$ cat config.mk
export PLATFORM = sky130hd
export DESIGN_NAME = lc3_mmio_ctrl
export DESIGN_NICKNAME = d
export VERILOG_FILES = /design/src/rtl/lc3_mmio_pkg.sv /design/src/rtl/lc3_mmio_fifo.sv /design/src/rtl/lc3_mmio_ctrl.sv
export SDC_FILE = /design/constraint.sdc
export NUM_CORES = 1
export LEC_CHECK = 0
export ABC_AREA = 1
export BUFFER_PORTS_ARGS = -buffer_cell sky130_fd_sc_hd__buf_2
export CAP_MARGIN = 20
export CORE_UTILIZATION = 51
export DETAILED_ROUTE_END_ITERATION = 10
export GPL_TIMING_DRIVEN = 0
export PLACE_DENSITY = 0.83
export SLEW_MARGIN = 20
export SYNTH_ARGS = -nofsm -noshare
export SYNTH_HDL_FRONTEND = slang
export SYNTH_SLANG_ARGS = --single-unit
$ cat constraint.sdc
create_clock -name clk -period 2.6 [get_ports clk]
set_clock_uncertainty 0.05 [all_clocks]
set_input_delay 0.39 -clock clk [delete_from_list [all_inputs] [get_ports clk]]
set_output_delay 0.39 -clock clk [all_outputs]
set_load 0.005 [all_outputs]
$ cat src/rtl/lc3_mmio_pkg.sv
// lc3_mmio_pkg: register map, status bit positions and channel status type shared by the MMIO controller.
package lc3_mmio_pkg;
    localparam logic [2:0] OFF_RSR = 3'd0;
    localparam logic [2:0] OFF_RDR = 3'd2;
    localparam logic [2:0] OFF_TSR = 3'd4;
    localparam logic [2:0] OFF_TDR = 3'd6;
    localparam int READY = 15;
    localparam int IE = 14;
    localparam int OVR = 13;
    localparam int CH_STRIDE = 8;
    typedef struct packed {
        logic rie;
        logic tie;
        logic ovr;
        logic tx_rdy;
    } ch_status_t;
endpackage

$ cat src/rtl/lc3_mmio_fifo.sv
// lc3_mmio_fifo: power-of-2 synchronous FIFO; callers never push when full or pop when empty.
module lc3_mmio_fifo #(
    parameter int W = 16,
    parameter int DEPTH = 4
) (
    input  logic                       clk,
    input  logic                       rst,
    input  logic                       push,
    input  logic                       pop,
    input  logic [W-1:0]               wdata,
    output logic [W-1:0]               rdata,
    output logic                       full,
    output logic                       empty,
    output logic [$clog2(DEPTH):0]     count
);
    localparam int AW = $clog2(DEPTH);
    logic [W-1:0] mem [DEPTH];
    logic [AW-1:0] wp, rp;
    always_ff @(posedge clk) begin
        if (push) mem[wp] <= wdata;
    end
    always_ff @(posedge clk or posedge rst) begin
        if (rst) begin
            wp <= '0;
            rp <= '0;
            count <= '0;
        end else begin
            if (push) wp <= wp + 1'b1;
            if (pop) rp <= rp + 1'b1;
            count <= count + {{AW{1'b0}}, push} - {{AW{1'b0}}, pop};
        end
    end
    assign rdata = mem[rp];
    assign full = count == (AW + 1)'(DEPTH);
    assign empty = count == '0;
endmodule

$ cat src/rtl/lc3_mmio_ctrl.sv
// lc3_mmio_ctrl: NUM_CH-channel memory-mapped I/O for the LC-3 with buffered receive,
// one-entry transmit holding registers and a registered, prioritised interrupt request.
module lc3_mmio_ctrl
    import lc3_mmio_pkg::*;
#(
    parameter int DATA_W = 16,
    parameter int ADDR_W = 16,
    parameter int NUM_CH = 2,
    parameter int FIFO_DEPTH = 4,
    parameter logic [ADDR_W-1:0] BASE_ADDR = 16'hFE00,
    parameter logic [2:0] INT_PRI = 3'd4,
    parameter logic [7:0] VEC_BASE = 8'h80
) (
    input  logic                       clk,
    input  logic                       rst,
    input  logic [ADDR_W-1:0]          addr,
    input  logic [DATA_W-1:0]          wdata,
    input  logic                       rd_en,
    input  logic                       wr_en,
    output logic                       hit,
    output logic [DATA_W-1:0]          rdata,
    input  logic [NUM_CH-1:0]          rx_valid,
    input  logic [NUM_CH*DATA_W-1:0]   rx_data,
    output logic [NUM_CH-1:0]          rx_ready,
    output logic [NUM_CH-1:0]          tx_valid,
    output logic [NUM_CH*DATA_W-1:0]   tx_data,
    input  logic [NUM_CH-1:0]          tx_ready,
    output logic                       irq,
    output logic [2:0]                 irq_pri,
    output logic [7:0]                 irq_vec
);
    localparam int CW = $clog2(FIFO_DEPTH) + 1;
    logic [ADDR_W-1:0] rel;
    logic [2:0] off, ch_sel;
    logic [NUM_CH-1:0] rx_empty, rx_full, rx_src, tx_src;
    logic [NUM_CH-1:0][DATA_W-1:0] rsr_w, rdr_w, tsr_w;
    logic src;
    logic [7:0] vec_n;
    assign rel = addr - BASE_ADDR;
    assign off = rel[2:0];
    assign ch_sel = rel[5:3];
    assign hit = (addr >= BASE_ADDR) && (rel < ADDR_W'(CH_STRIDE * NUM_CH)) && !off[0];
    for (genvar c = 0; c < NUM_CH; c++) begin : g_ch
        logic sel, pop, wr_rsr, wr_tsr, wr_tdr;
        logic [DATA_W-1:0] head, txd, rsr, tsr;
        logic [CW-1:0] cnt;
        ch_status_t s;
        assign sel = hit && ch_sel == 3'(c);
        assign pop = sel && rd_en && off == OFF_RDR && !rx_empty[c];
        assign wr_rsr = sel && wr_en && off == OFF_RSR;
        assign wr_tsr = sel && wr_en && off == OFF_TSR;
        assign wr_tdr = sel && wr_en && off == OFF_TDR;
        assign rx_ready[c] = !rx_full[c];
        lc3_mmio_fifo #(.W(DATA_W), .DEPTH(FIFO_DEPTH)) u_fifo (
            .clk(clk),
            .rst(rst),
            .push(rx_valid[c] && !rx_full[c]),
            .pop(pop),
            .wdata(rx_data[c*DATA_W +: DATA_W]),
            .rdata(head),
            .full(rx_full[c]),
            .empty(rx_empty[c]),
            .count(cnt)
        );
        // A TDR write is judged against the ready bit before any same-cycle handshake.
        always_ff @(posedge clk or posedge rst) begin
            if (rst) begin
                s <= '{rie: 1'b0, tie: 1'b0, ovr: 1'b0, tx_rdy: 1'b1};
                txd <= '0;
            end else begin
                if (wr_rsr) s.rie <= wdata[IE];
                if (wr_tsr) s.tie <= wdata[IE];
                if (wr_tsr) s.ovr <= 1'b0;
                else if (wr_tdr && !s.tx_rdy) s.ovr <= 1'b1;
                if (wr_tdr && s.tx_rdy) begin
                    txd <= wdata;
                    s.tx_rdy <= 1'b0;
                end else if (tx_valid[c] && tx_ready[c]) s.tx_rdy <= 1'b1;
            end
        end
        always_comb begin
            rsr = '0;
            rsr[READY] = !rx_empty[c];
            rsr[IE] = s.rie;
            rsr[3:0] = 4'(cnt);
            tsr = '0;
            tsr[READY] = s.tx_rdy;
            tsr[IE] = s.tie;
            tsr[OVR] = s.ovr;
        end
        assign rsr_w[c] = rsr;
        assign tsr_w[c] = tsr;
        assign rdr_w[c] = rx_empty[c] ? '0 : head;
        assign tx_valid[c] = !s.tx_rdy;
        assign tx_data[c*DATA_W +: DATA_W] = txd;
        assign rx_src[c] = s.rie && !rx_empty[c];
        assign tx_src[c] = s.tie && s.tx_rdy;
    end
    always_comb begin
        rdata = '0;
        for (int i = 0; i < NUM_CH; i++)
            if (rd_en && hit && ch_sel == 3'(i))
                rdata = off == OFF_RSR ? rsr_w[i] : off == OFF_RDR ? rdr_w[i] :
                        off == OFF_TSR ? tsr_w[i] : '0;
    end
    // Scan from the lowest-priority source upward so the highest-priority one wins.
    always_comb begin
        src = 1'b0;
        vec_n = '0;
        for (int i = NUM_CH - 1; i >= 0; i--) begin
            if (tx_src[i]) begin
                src = 1'b1;
                vec_n = VEC_BASE + 8'(2 * i + 1);
            end
            if (rx_src[i]) begin
                src = 1'b1;
                vec_n = VEC_BASE + 8'(2 * i);
            end
        end
    end
    always_ff @(posedge clk or posedge rst) begin
        if (rst) begin
            irq <= 1'b0;
            irq_pri <= '0;
            irq_vec <= '0;
        end else begin
            irq <= src;
            irq_pri <= src ? INT_PRI : 3'd0;
            irq_vec <= src ? vec_n : 8'd0;
        end
    end
    assert property (@(posedge clk) disable iff (rst) !(rd_en && wr_en));
endmodule
; Word level (Yosys, flattened, before mapping)
; Memories as Yosys holds them, arrays and structs flattened.
; Index checks and enable logic that the tools add are counted.
[op_classes]
add_sub_neg = 9
order_cmp = 2
n_eq_ne = 6
n_mux = 32
n_reduce_logical = 48
[op_table]
columns = operator, count
row1 = 16-bit two-way mux, 10
row2 = 8-bit two-way mux, 5
row3 = 1-bit logical AND, 33
row4 = 16-bit >= comparator (second input constant), 1
row5 = 16-bit by 5-bit < comparator with 1-bit output (second input constant), 1
row6 = 1-bit two-way mux, 16
row7 = 16-bit subtractor (second input constant), 1
row8 = 3-bit == test (second input constant), 4
row9 = 3-bit logical NOT, 4
row10 = 2-bit by 1-bit adder with 2-bit output (second input constant), 4
row11 = 2-bit nonzero test, 4
row12 = 1-bit logical NOT, 7
row13 = 3-bit by 1-bit adder with 3-bit output, 2
row14 = 3-bit by 1-bit subtractor with 3-bit output, 2
row15 = 3-bit by 1-bit == test with 1-bit output (second input constant), 1
row16 = 3-bit by 2-bit == test with 1-bit output (second input constant), 1
row17 = 3-bit two-way mux, 1
[totals]
reg_bits = 66
ram_bits = 128
wordCells = 118
mem_count = 2
[mem_list]
columns = name, depth, word_bits, read_ports, rd_ports_with_merged_regs, wr, line_no
row1 = g_ch[0].u_fifo.mem, 4, 16, 1, 0, 1, lc3_mmio_fifo.sv:17  ; logic [W-1:0] mem [DEPTH];
row2 = g_ch[1].u_fifo.mem, 4, 16, 1, 0, 1, lc3_mmio_fifo.sv:17

; Longest topological paths before layout
[depth]
depth_word = 10
depth_mapped = 15
depth_no_buf = 14

; Cells and area by module
; A second synthesis with hierarchy kept.
[unflattened]
hier_cells = 914
area_unflattened_um2 = 9009.9
[by_module_without_submodules]
columns = mod, instances, cells_per_inst, area_per_inst_um2, seq_area_each_um2
row1 = lc3_mmio_fifo, 2, 298, 3143.0, 2097.0
row2 = lc3_mmio_ctrl, 1, 318, 2723.9, 1103.6

; Worst setup path before layout
; Ideal clock, no wire load.
[synth_timing]
path_type = input port to flip-flop
start = input addr[9]
end = register g_ch[1].u_fifo.count[2]
setup_time_ns = 0.123
arrival_ns = 2.448
required_ns = 2.427
setup_slack_ns = -0.020
path_stages = 15
path_buffers = 1
cell_sequence = ha_1 -> inv_1 -> nand2_1 -> nor2_2 -> nand2_2 -> nor2_4 -> nand4_2 -> inv_1 -> buf_4 -> ha_1 -> inv_1 -> ha_1 -> inv_1 -> fa_1 -> xnor2_1
[synth_via]
elab_chain_cells = 9
word_cells_on_any_way = 10
classes_between = 2 x add/sub / 2 x order compare / 6 x reduce/logical
[synth_lines]
columns = item, line_no
row1 = from (decl), lc3_mmio_ctrl.sv:16  ; input logic [ADDR_W-1:0] addr,
row2 = 16-bit subtractor, lc3_mmio_ctrl.sv:39  ; assign rel = addr - BASE_ADDR;
row3 = 16-bit by 5-bit < comparator with 1-bit output, lc3_mmio_ctrl.sv:42  ; assign hit = (addr >= BASE_ADDR) && (rel < ADDR_W'(CH_STRIDE * NUM_CH)) && !off[0];
row4 = 1-bit logical AND (*) (2 in a row), lc3_mmio_ctrl.sv:42
row5 = net hit, lc3_mmio_ctrl.sv:20  ; output logic hit,
row6 = 1-bit logical AND (*), lc3_mmio_ctrl.sv:48  ; assign sel = hit && ch_sel == 3'(c);
row7 = 1-bit logical AND (*) (3 in a row), lc3_mmio_ctrl.sv:49  ; assign pop = sel && rd_en && off == OFF_RDR && !rx_empty[c];
row8 = net g_ch[1].pop, lc3_mmio_ctrl.sv:44  ; logic sel, pop, wr_rsr, wr_tsr, wr_tdr;
row9 = 3-bit by 1-bit subtractor with 3-bit output (*), lc3_mmio_fifo.sv:30  ; count <= count + {{AW{1'b0}}, push} - {{AW{1'b0}}, pop};
row10 = to (signal assigned), lc3_mmio_fifo.sv:30
row11 = to (decl), lc3_mmio_fifo.sv:14  ; output logic [$clog2(DEPTH):0] count
; The timed path passes the listed nets; every way through them passes the cells marked *.
; A chain may end at the register's enable or synchronous reset.

; Worst setup path after layout
[layout_timing]
start = register g_ch[0].u_fifo.rp[0]
end = output rdata[14]
[layout_via]
elab_chain_cells = 6
[layout_lines]
columns = item, line_no
row1 = from (decl), lc3_mmio_fifo.sv:18  ; logic [AW-1:0] wp, rp;
row2 = from (signal assigned), lc3_mmio_fifo.sv:29  ; if (pop) rp <= rp + 1'b1;
row3 = memory read 4 x 16 bit, -
row4 = 16-bit two-way mux, lc3_mmio_ctrl.sv:93  ; assign rdr_w[c] = rx_empty[c] ? '0 : head;
row5 = 16-bit two-way mux (2 in a row), lc3_mmio_ctrl.sv:103  ; rdata = off == OFF_RSR ? rsr_w[i] : off == OFF_RDR ? rdr_w[i] :
row6 = 16-bit two-way mux (2 in a row), lc3_mmio_ctrl.sv:102  ; if (rd_en && hit && ch_sel == 3'(i))
row7 = to (decl), lc3_mmio_ctrl.sv:21  ; output logic [DATA_W-1:0] rdata,
; No other way between the ends.

==> results.yml <==
run:
  cap_viol_max_count: 0
floorplanning:
  core_region_area_sq_mm: 0.0152
  die_h_um: 127
  num_rows: 45
  fp.dieW_um: 127
  die_area_sq_mm: 0.0161
  ios: 137
  start_util: 0.523
detailed_routing:
  routed_via_density: 5.50
  dr.pass1.iters: 5
  wl_um: 18600
  wl_per_cell_um: 17.7
  vias: 5788
  detail_route.iter0.violations: 513
  final_antenna_net_count: 0
  drc: 0
clocking:
  path_clk_slew_ns: 0.07
  cts_tree: "built"
  clock-root-buffer: "clkbuf_16"
  cts_buffers: 17
  clock_path_buffers: 2
  clock_latency_ns: 0.42
  clock_sinks: 186
  htree_levels: 4
setup_path:
  crit_path_end: "rdata[14]"
  rrSetupSlack_ns: 0.06
  cp_slowest_cell: "dfrtp_1"
  worstPathCellList: "clkbuf_2 > o21ai_0 > o22ai_2 > a21oi_1 > o22ai_1 > buf_2"
  cp-start-kind: "flip-flop"
  rr_worst_depth: 11
  cpPeakStageDelay_ns: 0.51
  critPathKind: "flip-flop to output pin"
  r2r-start: "g_ch[0].u_fifo.count[2]"
  worst_ep_arrival_time_ns: 2.12
  end_kind: "output pin"
  path_max_fanout: 10
  timing.rr.end: "g_ch[0].u_fifo.count[2]"
  required_ns: 2.16
  cp-startpoint: "g_ch[0].u_fifo.rp[0]"
timing:
  setup_viol: 0
  max_slew.worst_pin.slew_ns: 0.944
  hold_viol: 0
  rsz0062_at_grt: "yes"
  max_slew_margin: 0.370
  clock.fmax_mhz: 390
  slew_viol_final: 0
  finalSetupTns_ns: 0
  finalCritPeriodShare: 0.986
  fin_crit_ns: 2.56
  fin_hold_ws_ns: 0.0343
power_and_ir_drop:
  vdd_drop_max_v: 0.000626
  p_sw_frac: 0.284
  internal_power_mw: 5.37
  p_sw_mw: 2.13
  powerDensity_mw_per_mm2: 777
  p_leak_nw: 4.22
  power_frac_comb: 0.146
  p_seq_frac: 0.525
  p_total_mw: 7.50
  clkPwrFrac: 0.329
placement:
  dpl-instance-area_sq_mm: 0.00895
  dpl.hpwl_um: 12400
  port_buffers: 129
  gp_congestion: 0.851
cells_and_area:
  multi_input_area_sq_mm: 0.00229
  stdcell_area_sq_mm: 0.00966
  nFillCells: 1068
  nNetsFinal: 937
  syn2layout_area_growth_pct: 21.6
  final-seq-area_sq_mm: 0.00530
  drive_gt1_frac: 0.312
global_route:
  grt_util_all_layers: 0.235
  grt_util_met3: 0.0472
  antenna_found_initial: 1
  grt-ovfl-total: 0
  grt_pass1_vias: 5653
  grt.met1_usage: 0.290
  grt_max_degree: 59
  grt_pass1_wl_um: 28800
  use_met2: 0.407
  grt-busiest-layer: "met2"
synth:
  synth_edf_count: 128
  yosys.area.top_type: "edfxtp_1"
  seq_area_frac_synth: 0.667
  yosysWarnings: 0
  ys_types: 35
  ys_ff_latch: 186
  synth_common_cells: "edfxtp_1, nor2_1, nand2_1"
  synthFlopType: "edfxtp_1"
  syn_inst: 686
  synth_area_sq_mm: 0.00794
  synth-async-reset-ratio: 0.312
  synth_top_area_frac: 0.484
  synthTopCellsByArea: "edfxtp_1, dfrtp_1, nor2_1"
  syn_area_per_cell_sq_um: 11.6
  yosysMostFrequentCell: "edfxtp_1"
status:
  status: "finished, final reports clean"
hold_path:
  min_path_type: "input port to async pin"
## sequential cells by signal, indices dropped and copies added, names as in the netlist
signal and count:
g_ch.s 6, g_ch.u_fifo.rp 4, g_ch.u_fifo.count 6, g_ch.u_fifo.wp 4, irq_vec 3, g_ch.u_fifo.mem 128
g_ch.txd 32, irq 1, g_ch.rsr 2
## layer usage
layer	part of all wire	routed length (um)	up-vias
met1	0.38	7150	2769
met3	0.072	1350	42
li1	-	-	2663
met5	0	0	-
met2	0.52	9630	314
met4	0.025	461	0
## worst max-delay path, delay by kind of cell (launching register included)
family / cells / cell delay [ns]
AOI/OAI and AO/OA: 4 / 0.73
DFF: 1 / 0.51
buffers and inverters: 2 / 0.46
## per-stage QoR
| stage | instances | util | setup WS [ns] |
|---|---|---|---|
| final | 1052 | 0.635 | 0.0356 |
| after global routing | 1052 | 0.635 | -0.0571 |
| after CTS | 1046 | 0.630 | 0.0139 |
| after detailed placement | 1015 | 0.589 | -0.443 |
| after global placement | 1009 | 0.582 | -0.382 |
| after floorplan | 692 | - | -0.0202 |
## area by class of cell
type,instances,area share
Timing Repair Buffer,141,0.0801
Multi-Input combinational cell,405,0.237
Antenna cell,1,0.000259
Sequential cell,186,0.549
Clock inverter,15,0.0154
Tap cell,188,0.0244
Buffer,32,0.0232
Inverter,67,0.0263
Clock buffer,17,0.0441
## placed cells by master (no fill, tap or decap), types with 3 or more instances in the layout
cell	netlist	routed
nor2_4	3	3
o21ai_1	6	6
a21oi_1	14	13
o21ai_0	70	70
buf_6	6	8
nand2_1	85	85
conb_1	1	7
xor2_1	5	5
o22ai_1	27	25
a22o_1	11	11
inv_1	66	62
ha_1	13	13
buf_4	10	16
clkbuf_2	0	14
nor2_1	110	98
dfrtp_1	56	54
clkinv_4	0	4
nand2_2	3	3
buf_2	0	129
xnor2_1	4	4
buf_8	0	4
edfxtp_1	128	128
inv_8	0	4
clkbuf_16	0	17
nor2_2	1	13
inv_2	1	4
inv_6	0	3
o21ai_2	26	26
## timing repair
| item | CTS | global route |
|---|---|---|
| endpoints found under the setup margin | 19 | 19 |
| pin swaps | 2 | 2 |
| gates resized for setup | 18 | 21 |
| hold buffers | 0 | 0 |
| buffers inserted | 1 | 5 |
| cloned | 0 | 0 |
## kinds of logic after synthesis
logic type | Yosys count | synth area share
other | 1 | 0.000472
AND/OR/NAND/NOR | 214 | 0.115
adder cells (fa/ha/maj) | 15 | 0.0255
XOR/XNOR | 9 | 0.00992
AO/OA/AOI/OAI | 160 | 0.124
flip-flops | 186 | 0.667
buffers and inverters | 101 | 0.0581
## worst min path at each step
stage                               start              end  slack, ns  cells after the start
final                                 rst   g_ch[0].txd[5]       0.03                      2
after global routing                  rst   g_ch[0].txd[5]        0.1                      2
after CTS                             rst   g_ch[0].txd[5]       0.05                      2
after detailed placement   g_ch[0].txd[6]   g_ch[0].txd[6]       0.41                      2
after global placement    g_ch[1].txd[11]  g_ch[1].txd[11]       0.41                      2
after floorplan              g_ch[0].s[1]     g_ch[0].s[1]       0.41                      2
## power groups by stage
stage                     clock, mW  combinational (mW)  sequential [mW]
after floorplan                   0               0.619             3.90
after global placement            0               0.891             3.93
after detailed placement          0                1.05             3.94
after CTS                      2.48                1.09             3.90
after global routing           2.59                1.22             3.97
final                          2.47                1.10             3.94
(Power assumes the default switching activity.)
